$ cat config.mk
export PLATFORM = sky130hd
export DESIGN_NAME = conv_pim_sliced_mac
export DESIGN_NICKNAME = d
export VERILOG_FILES = /design/src/rtl/conv_pim_pkg.sv /design/src/rtl/pim_slice_array.sv /design/src/rtl/conv_pim_sliced_mac.sv
export SDC_FILE = /design/constraint.sdc
export NUM_CORES = 2
export LEC_CHECK = 0
export BUFFER_PORTS_ARGS = -buffer_cell sky130_fd_sc_hd__buf_2
export CAP_MARGIN = 0
export CORE_ASPECT_RATIO = 1.25
export CORE_MARGIN = 1
export CORE_UTILIZATION = 40
export CTS_BUF_LIST = sky130_fd_sc_hd__clkbuf_4
export CTS_CLUSTER_SIZE = 14
export DETAILED_ROUTE_END_ITERATION = 10
export HOLD_SLACK_MARGIN = 0.12
export PLACE_DENSITY_LB_ADDON = 0.15
export SLEW_MARGIN = 5
export SYNTH_ARGS = -nofsm -noshare
export SYNTH_HDL_FRONTEND = slang
export SYNTH_SLANG_ARGS = --single-unit
$ cat constraint.sdc
create_clock -name clk -period 22.6 [get_ports clk]
set_input_delay 3.39 -clock clk [delete_from_list [all_inputs] [get_ports clk]]
set_output_delay 3.39 -clock clk [all_outputs]
set_load 0.005 [all_outputs]
$ cat src/rtl/conv_pim_pkg.sv
// Shared definitions for the sliced processing-in-memory MAC.
//   pim_state_e : control FSM encoding (IDLE / COMPUTE / DONE)
//   clogb2      : number of bits needed to hold the value n (minimum 1).
//                 Address ports are sized with clogb2(N_ADDR) so that
//                 out-of-range rows (in_addr >= N_ADDR) can be presented
//                 and flagged. Array index widths use clogb2(N-1).
package conv_pim_pkg;

    typedef enum logic [1:0] {
        ST_IDLE    = 2'd0,
        ST_COMPUTE = 2'd1,
        ST_DONE    = 2'd2
    } pim_state_e;

    function automatic int clogb2(input int value);
        int bits;
        int v;
        bits = 0;
        v    = value;
        for (int i = 0; i < 32; i++) begin
            if (v > 0) begin
                bits = bits + 1;
                v    = v >> 1;
            end
        end
        if (bits < 1) begin
            bits = 1;
        end
        return bits;
    endfunction

endpackage

$ cat src/rtl/pim_slice_array.sv
// Weight storage plus ADC model of the PIM array.
// Ports:
//   clk, rst        : clock, asynchronous active-high reset (clears weights)
//   wr_en           : write strobe, already qualified by the controller
//   wr_row, wr_tap  : write location (in range when wr_en is high)
//   wr_data         : unsigned weight
//   rd_row, rd_ok   : selected kernel row; rd_ok low forces a zero result
//   slice_data      : one SLICE_W-bit slice per tap, tap 0 in the LSBs
//   adc_data        : registered dot product, saturated to 2^ADC_P-1
//   adc_sat         : registered flag, high when the dot product clipped
module pim_slice_array
    import conv_pim_pkg::*;
#(
    parameter int SLICE_W = 3,
    parameter int K       = 25,
    parameter int W_W     = 3,
    parameter int N_ADDR  = 4,
    parameter int ADC_P   = 6,
    localparam int RIDX_W = clogb2(N_ADDR - 1),
    localparam int TIDX_W = clogb2(K - 1)
)(
    input  logic                 clk,
    input  logic                 rst,
    input  logic                 wr_en,
    input  logic [RIDX_W-1:0]    wr_row,
    input  logic [TIDX_W-1:0]    wr_tap,
    input  logic [W_W-1:0]       wr_data,
    input  logic [RIDX_W-1:0]    rd_row,
    input  logic                 rd_ok,
    input  logic [K*SLICE_W-1:0] slice_data,
    output logic [ADC_P-1:0]     adc_data,
    output logic                 adc_sat
);

    // Full-precision dot product width: product bits plus carry growth over K taps.
    localparam int DOT_W = SLICE_W + W_W + clogb2(K);
    localparam logic [DOT_W-1:0] ADC_MAX = DOT_W'((1 << ADC_P) - 1);

    logic [W_W-1:0]   weight_r [N_ADDR][K];
    logic [DOT_W-1:0] dot_s;
    logic             clip_s;
    logic [ADC_P-1:0] adc_data_r;
    logic             adc_sat_r;

    // Unclipped dot product of the presented slice with the selected row.
    always_comb begin
        dot_s = {DOT_W{1'b0}};
        if (rd_ok) begin
            for (int k = 0; k < K; k++) begin
                dot_s = dot_s + DOT_W'(slice_data[k*SLICE_W +: SLICE_W])
                              * DOT_W'(weight_r[rd_row][k]);
            end
        end else begin
            dot_s = {DOT_W{1'b0}};
        end
        clip_s = (dot_s > ADC_MAX);
    end

    // Weight storage and the registered, saturating ADC sample.
    always_ff @(posedge clk or posedge rst) begin
        if (rst) begin
            for (int r = 0; r < N_ADDR; r++) begin
                for (int k = 0; k < K; k++) begin
                    weight_r[r][k] <= {W_W{1'b0}};
                end
            end
            adc_data_r <= {ADC_P{1'b0}};
            adc_sat_r  <= 1'b0;
        end else begin
            if (wr_en) begin
                weight_r[wr_row][wr_tap] <= wr_data;
            end
            adc_data_r <= clip_s ? ADC_MAX[ADC_P-1:0] : dot_s[ADC_P-1:0];
            adc_sat_r  <= clip_s;
        end
    end

    assign adc_data = adc_data_r;
    assign adc_sat  = adc_sat_r;

endmodule

$ cat src/rtl/conv_pim_sliced_mac.sv
// Bit-sliced convolution MAC on a PIM array. A request carries K activations
// of DATA_W bits; they are fed to the array SLICE_W bits at a time (LSB slice
// first) and the ADC results are shifted and accumulated into out_data.
// Ports:
//   clk, rst                  : clock, asynchronous active-high reset
//   in_data, in_addr          : activations (tap 0 in LSBs), kernel row select
//   in_valid / in_ready       : request handshake (ready only in IDLE)
//   w_we, w_addr, w_tap, w_data : weight write port, honoured only in IDLE
//   w_drop                    : one-cycle pulse for each ignored write
//   out_data, out_sat, out_err: result, sticky ADC-saturation flag, bad-row flag
//   out_valid / out_ready     : result handshake
module conv_pim_sliced_mac
    import conv_pim_pkg::*;
#(
    parameter int DATA_W  = 6,
    parameter int SLICE_W = 3,
    parameter int K       = 25,
    parameter int W_W     = 3,
    parameter int N_ADDR  = 4,
    parameter int ADC_P   = 6,
    localparam int NS     = DATA_W / SLICE_W,
    localparam int AW     = clogb2(N_ADDR),
    localparam int TAP_W  = clogb2(K),
    localparam int OUT_W  = ADC_P + DATA_W
)(
    input  logic                clk,
    input  logic                rst,
    input  logic [K*DATA_W-1:0] in_data,
    input  logic [AW-1:0]       in_addr,
    input  logic                in_valid,
    output logic                in_ready,
    input  logic                w_we,
    input  logic [AW-1:0]       w_addr,
    input  logic [TAP_W-1:0]    w_tap,
    input  logic [W_W-1:0]      w_data,
    output logic                w_drop,
    output logic [OUT_W-1:0]    out_data,
    output logic                out_valid,
    input  logic                out_ready,
    output logic                out_sat,
    output logic                out_err
);

    localparam int RIDX_W = clogb2(N_ADDR - 1);
    localparam int TIDX_W = clogb2(K - 1);
    // Counter runs 0..NS+1: NS issue cycles, one drain cycle for the ADC
    // register, one settle cycle so DONE lands NS+2 edges after acceptance.
    localparam int CNT_W  = clogb2(NS + 1);

    pim_state_e          state_r;
    pim_state_e          state_next_s;
    logic                accept_s;
    logic [K*DATA_W-1:0] data_r;
    logic [AW-1:0]       addr_r;
    logic [CNT_W-1:0]    cnt_r;
    logic [OUT_W-1:0]    acc_r;
    logic [OUT_W-1:0]    acc_add_s;
    logic                acc_en_s;
    logic                out_sat_r;
    logic                out_err_r;
    logic                w_drop_r;
    logic                wr_ok_s;
    logic                row_ok_s;
    logic [K*SLICE_W-1:0] slice_s;
    logic [ADC_P-1:0]    adc_data_s;
    logic                adc_sat_s;

    // State register.
    always_ff @(posedge clk or posedge rst) begin
        if (rst) begin
            state_r <= ST_IDLE;
        end else begin
            state_r <= state_next_s;
        end
    end

    // Next-state logic and request acceptance.
    always_comb begin
        state_next_s = state_r;
        accept_s     = 1'b0;
        case (state_r)
            ST_IDLE: begin
                if (in_valid) begin
                    accept_s     = 1'b1;
                    state_next_s = ST_COMPUTE;
                end else begin
                    state_next_s = ST_IDLE;
                end
            end
            ST_COMPUTE: begin
                if (cnt_r == CNT_W'(NS + 1)) begin
                    state_next_s = ST_DONE;
                end else begin
                    state_next_s = ST_COMPUTE;
                end
            end
            ST_DONE: begin
                if (out_ready) begin
                    state_next_s = ST_IDLE;
                end else begin
                    state_next_s = ST_DONE;
                end
            end
            default: begin
                state_next_s = ST_IDLE;
            end
        endcase
    end

    // Write qualification, row range check and the slice presented this cycle.
    always_comb begin
        wr_ok_s  = w_we && (state_r == ST_IDLE)
                   && (int'(w_addr) < N_ADDR) && (int'(w_tap) < K);
        row_ok_s = (int'(addr_r) < N_ADDR);
        slice_s  = {(K*SLICE_W){1'b0}};
        for (int k = 0; k < K; k++) begin
            if (int'(cnt_r) < NS) begin
                slice_s[k*SLICE_W +: SLICE_W] =
                    data_r[k*DATA_W + int'(cnt_r)*SLICE_W +: SLICE_W];
            end else begin
                slice_s[k*SLICE_W +: SLICE_W] = {SLICE_W{1'b0}};
            end
        end
    end

    // The ADC register holds slice cnt-1, so it is weighted by its bit position.
    always_comb begin
        acc_en_s  = (state_r == ST_COMPUTE) && (cnt_r != {CNT_W{1'b0}})
                    && (int'(cnt_r) <= NS);
        if (acc_en_s) begin
            acc_add_s = OUT_W'(adc_data_s) << (SLICE_W * (int'(cnt_r) - 1));
        end else begin
            acc_add_s = {OUT_W{1'b0}};
        end
    end

    // Request capture, slice counter, accumulator, flags and write-drop pulse.
    always_ff @(posedge clk or posedge rst) begin
        if (rst) begin
            data_r    <= {(K*DATA_W){1'b0}};
            addr_r    <= {AW{1'b0}};
            cnt_r     <= {CNT_W{1'b0}};
            acc_r     <= {OUT_W{1'b0}};
            out_sat_r <= 1'b0;
            out_err_r <= 1'b0;
            w_drop_r  <= 1'b0;
        end else begin
            w_drop_r <= w_we && !wr_ok_s;
            if (accept_s) begin
                data_r    <= in_data;
                addr_r    <= in_addr;
                cnt_r     <= {CNT_W{1'b0}};
                acc_r     <= {OUT_W{1'b0}};
                out_sat_r <= 1'b0;
                out_err_r <= !(int'(in_addr) < N_ADDR);
            end else if (state_r == ST_COMPUTE) begin
                cnt_r <= cnt_r + CNT_W'(1);
                acc_r <= acc_r + acc_add_s;
                if (acc_en_s && adc_sat_s) begin
                    out_sat_r <= 1'b1;
                end
            end
        end
    end

    pim_slice_array #(
        .SLICE_W (SLICE_W),
        .K       (K),
        .W_W     (W_W),
        .N_ADDR  (N_ADDR),
        .ADC_P   (ADC_P)
    ) u_array (
        .clk        (clk),
        .rst        (rst),
        .wr_en      (wr_ok_s),
        .wr_row     (w_addr[RIDX_W-1:0]),
        .wr_tap     (w_tap[TIDX_W-1:0]),
        .wr_data    (w_data),
        .rd_row     (addr_r[RIDX_W-1:0]),
        .rd_ok      (row_ok_s),
        .slice_data (slice_s),
        .adc_data   (adc_data_s),
        .adc_sat    (adc_sat_s)
    );

    assign in_ready  = (state_r == ST_IDLE);
    assign out_valid = (state_r == ST_DONE);
    assign out_data  = acc_r;
    assign out_sat   = out_sat_r;
    assign out_err   = out_err_r;
    assign w_drop    = w_drop_r;

endmodule

==> summary.md <==
| Metric | Value |
|---|---|
| Status | `finished, final reports clean` |
| Critical path arrival | `13.75 ns` |
| Crit-path max FO | `80` |
| Num CTS Buffers | `between 100 and 150` |
| Worst-skew pair later-pin latency | `0.97 ns` |
| Static Leakage | `between 15 and 20 nW` |
| Port-buffer cells | `~190` |
| Unique masters post-synth | `59` |
| Post-Place Worst Slack | `around 9.8 ns` |
| FF+latch count, synth | `~480` |
| Clock tree buffer depth | `3` |
| Maximum vdd drop | `~0.088 mV` |
| Row cnt | `around 130` |
| HP Class | `reg -> reg` |
| FF-to-FF setup slack | `just under 10 ns` |
| Synthesized Nets | `~3600` |
| GR Overflow Total | `0` |
| TNS Setup | `0 ns` |
| # fillers | `approximately 9000` |
| Commonest cells after routing, fill and taps aside | `477 x mux2_2, 475 x dfrtp_1, 407 x mux4_2` |
| IO Count | `186` |
| CTS Hold Buffers Added | `0` |
| H-tree depth | `3` |
| Initial antenna violation count | `4` |
| RSZ-0062 raised after global routing | `no` |
| Met2 Use GR | `between 30% and 40%` |
| CTS tree | `done` |
| Share of post-route cells with drive strength above 1 | `around two fifths` |
| Startpoint class of the critical path | `register` |
| Post-synth ARST share | `100.0%` |
| Worst EP required | `23.39 ns` |
| Mapped Cells | `between 3000 and 4000` |
| Root Driver | `clkbuf_4` |
| First drt pass iteration count | `7` |
| Most used cell, CP | `fa_1` |
| Fmax | `between 70 and 80 MHz` |
| Post-synth EDFFs | `0` |
| Routability Congestion | `0.9313` |
| Setup ws final | `between 9 and 10 ns` |
| Detailed Place HPWL | `between 80000 and 90000 um` |
| Gr busiest metal | `met2` |
| Top_reg_cell synth | `dfrtp_1` |
| First-pass GRT wire length | `between 150000 and 200000 um` |
| Core Util, Final | `43.97%` |
| Slew of the pin with the lowest slew margin | `around 1.2 ns` |
| Final Hold Violating Endpoints | `0` |
| Max-slew violation count | `0` |
| Synth top area cells | `dfrtp_1 30%, mux4_2 23%, mux2_2 14%` |
| Commonest non-fill, non-tap cell in the layout | `mux2_2` |
| Vias | `between 20000 and 30000` |
| Synth warn | `0` |
| Max_cap viols | `0` |
| Gr usage total | `a little under a quarter` |
| Routed WL | `around 120000 um` |
| Final Setup Violations | `0` |
| Syn avg cell area | `between 10 and 15 um^2` |
| Layout Nets | `approximately 3800` |
| Worst Skew | `about 0.050 ns` |
| # clock sinks | `478` |
| Layout area overhead | `8.903%` |
| Die Y | `about 350 um` |
| P per Cell Area | `about 140 nW/um^2` |
| CP max stage delay | `around 0.96 ns` |
| Hold slack | `between 0.5 and 0.6 ns` |
| Vias per inst | `around 5.9` |
| Met1 Usage GRT | `between 30% and 40%` |
| Die area | `99710 um^2` |
| Area leader, netlist | `dfrtp_1` |
| Area of the core | `~98000 um^2` |
| DRT iter0 DRCs | `roughly 2500` |
| Final ANT Viol Nets | `0` |
| Post-synthesis sequential area ratio | `a little under a third` |
| Die Span X | `approximately 280 um` |
| Grt met3 use | `under 10%` |
| Wirelength per Cell | `~25 um` |
| Top-area cell type share of the netlist area | `30.38%` |
| Sequential cell area | `11970 um^2` |
| Clock Pin Slew Worst Setup and Hold Paths | `0.08 ns` |
| Pin count of the biggest net entering global routing | `about 140` |
| Drt drc | `0` |
| Post-Syn Area | `slightly below 40000 um^2` |
| Multi-input gate area | `around 25000 um^2` |
| Crit-path slowest cell | `buf_4` |
| Number of global-route vias before repair | `28970` |
| CTS resizes | `0` |
| Min cycle time layout | `approximately 13 ns` |
| Fin crit share | `a little under three fifths` |
| Initial Utilization | `roughly two fifths` |
| Postcts setup bufs | `0` |
| Slew headroom | `21.14%` |
| CP Capture Type | `register` |
| Crit Path Category | `reg -> reg` |
[power by group]
group | internal, W | switching, W | total (W)
sequential | 0.00103 | 0.000436 | 0.00147
combinational | 0.00196 | 0.00198 | 0.00393
clock | 0.000361 | 0.000370 | 0.000732
[sequential cells by signal (all words and copies together), names as in the netlist]
signal / cells
out_data: 12
u_array.adc_sat: 1
out_sat: 1
data_r: 150
u_array.adc_data: 6
w_drop: 1
cnt_r: 2
state_r: 2
addr_r: 3
u_array.weight_r: 300
[layer usage]
metal / vias up / routed length (um)
met5: - / 20
met2: 1174 / 56730
met3: 242 / 7075
li1: 11600 / -
met4: 2 / 4692
met1: 14340 / 46620
[synth_stat cells (all sizes together), types with 22 or more instances]
| master | n |
|---|---|
| nor3 | 22 |
| buf | 108 |
| and3 | 28 |
| nand2 | 170 |
| mux2i | 69 |
| inv | 317 |
| ha | 157 |
| or2 | 23 |
| mux4 | 407 |
| nand3 | 48 |
| clkbuf | 100 |
| dfrtp | 478 |
| mux2 | 478 |
| a21oi | 47 |
| and2 | 49 |
| nor2 | 225 |
| fa | 207 |
| o21ai | 38 |
| nor2b | 25 |
[critical path, delay by kind of cell, from the launching register on]
family                   cells  cell delay, ns
adder cells (fa/ha/maj)     13            6.12
buffers and inverters       12            2.62
multiplexers                 3            1.33
flip-flops                   1            0.94
AND/OR/NAND/NOR              3            0.86
AO/OA/AOI/OAI                5            0.77
[cell type report]
| type | count | share of cell area (%) |
|---|---|---|
| well taps | 1300 | 3.793 |
| repair buffers | 228 | 2.941 |
| clock inverters | 36 | 0.4785 |
| flip-flops and latches | 478 | 27.92 |
| inverters | 318 | 2.801 |
| clock buffers | 172 | 3.011 |
| diodes | 5 | 0.02918 |
| multi-input cells | 2111 | 59.03 |
[worst paths after layout]
path                                           start                    end  depth (start not counted)
min in group asynchronous                        rst  u_array.weight_r[137]                          2
worst max-delay path                        cnt_r[0]    u_array.adc_data[0]                         36
worst max register to register              cnt_r[0]    u_array.adc_data[0]                         36
worst min register to register  u_array.weight_r[50]   u_array.weight_r[50]                          1
max in group asynchronous                        rst             data_r[87]                          4
worst min-delay path            u_array.weight_r[50]   u_array.weight_r[50]                          1
[through the flow]
step                      instance area (um^2)  power [W]  instances
after floorplan                          39380   0.004225       3115
after global placement                   41370   0.005317       4435
after detailed placement                 41370   0.005336       4435
after CTS                                42870   0.006131       4643
after global routing                     42880   0.006471       4647
final                                    42880   0.006132       4648
[logic make-up (layout without fill, tap and decap cells)]
group / count (synthesis) / in the layout / synth area share [%]
mux: 954 / 954 / 38.70
compound gates: 159 / 159 / 2.478
simple gates: 622 / 622 / 7.222
fa+ha+maj: 364 / 364 / 15.51
other cells: 0 / 5 / 0
xor+xnor: 12 / 12 / 0.2669
flops: 478 / 478 / 30.38
buf+inv: 526 / 754 / 5.443
Note: power is estimated with default switching activity, not from simulation.
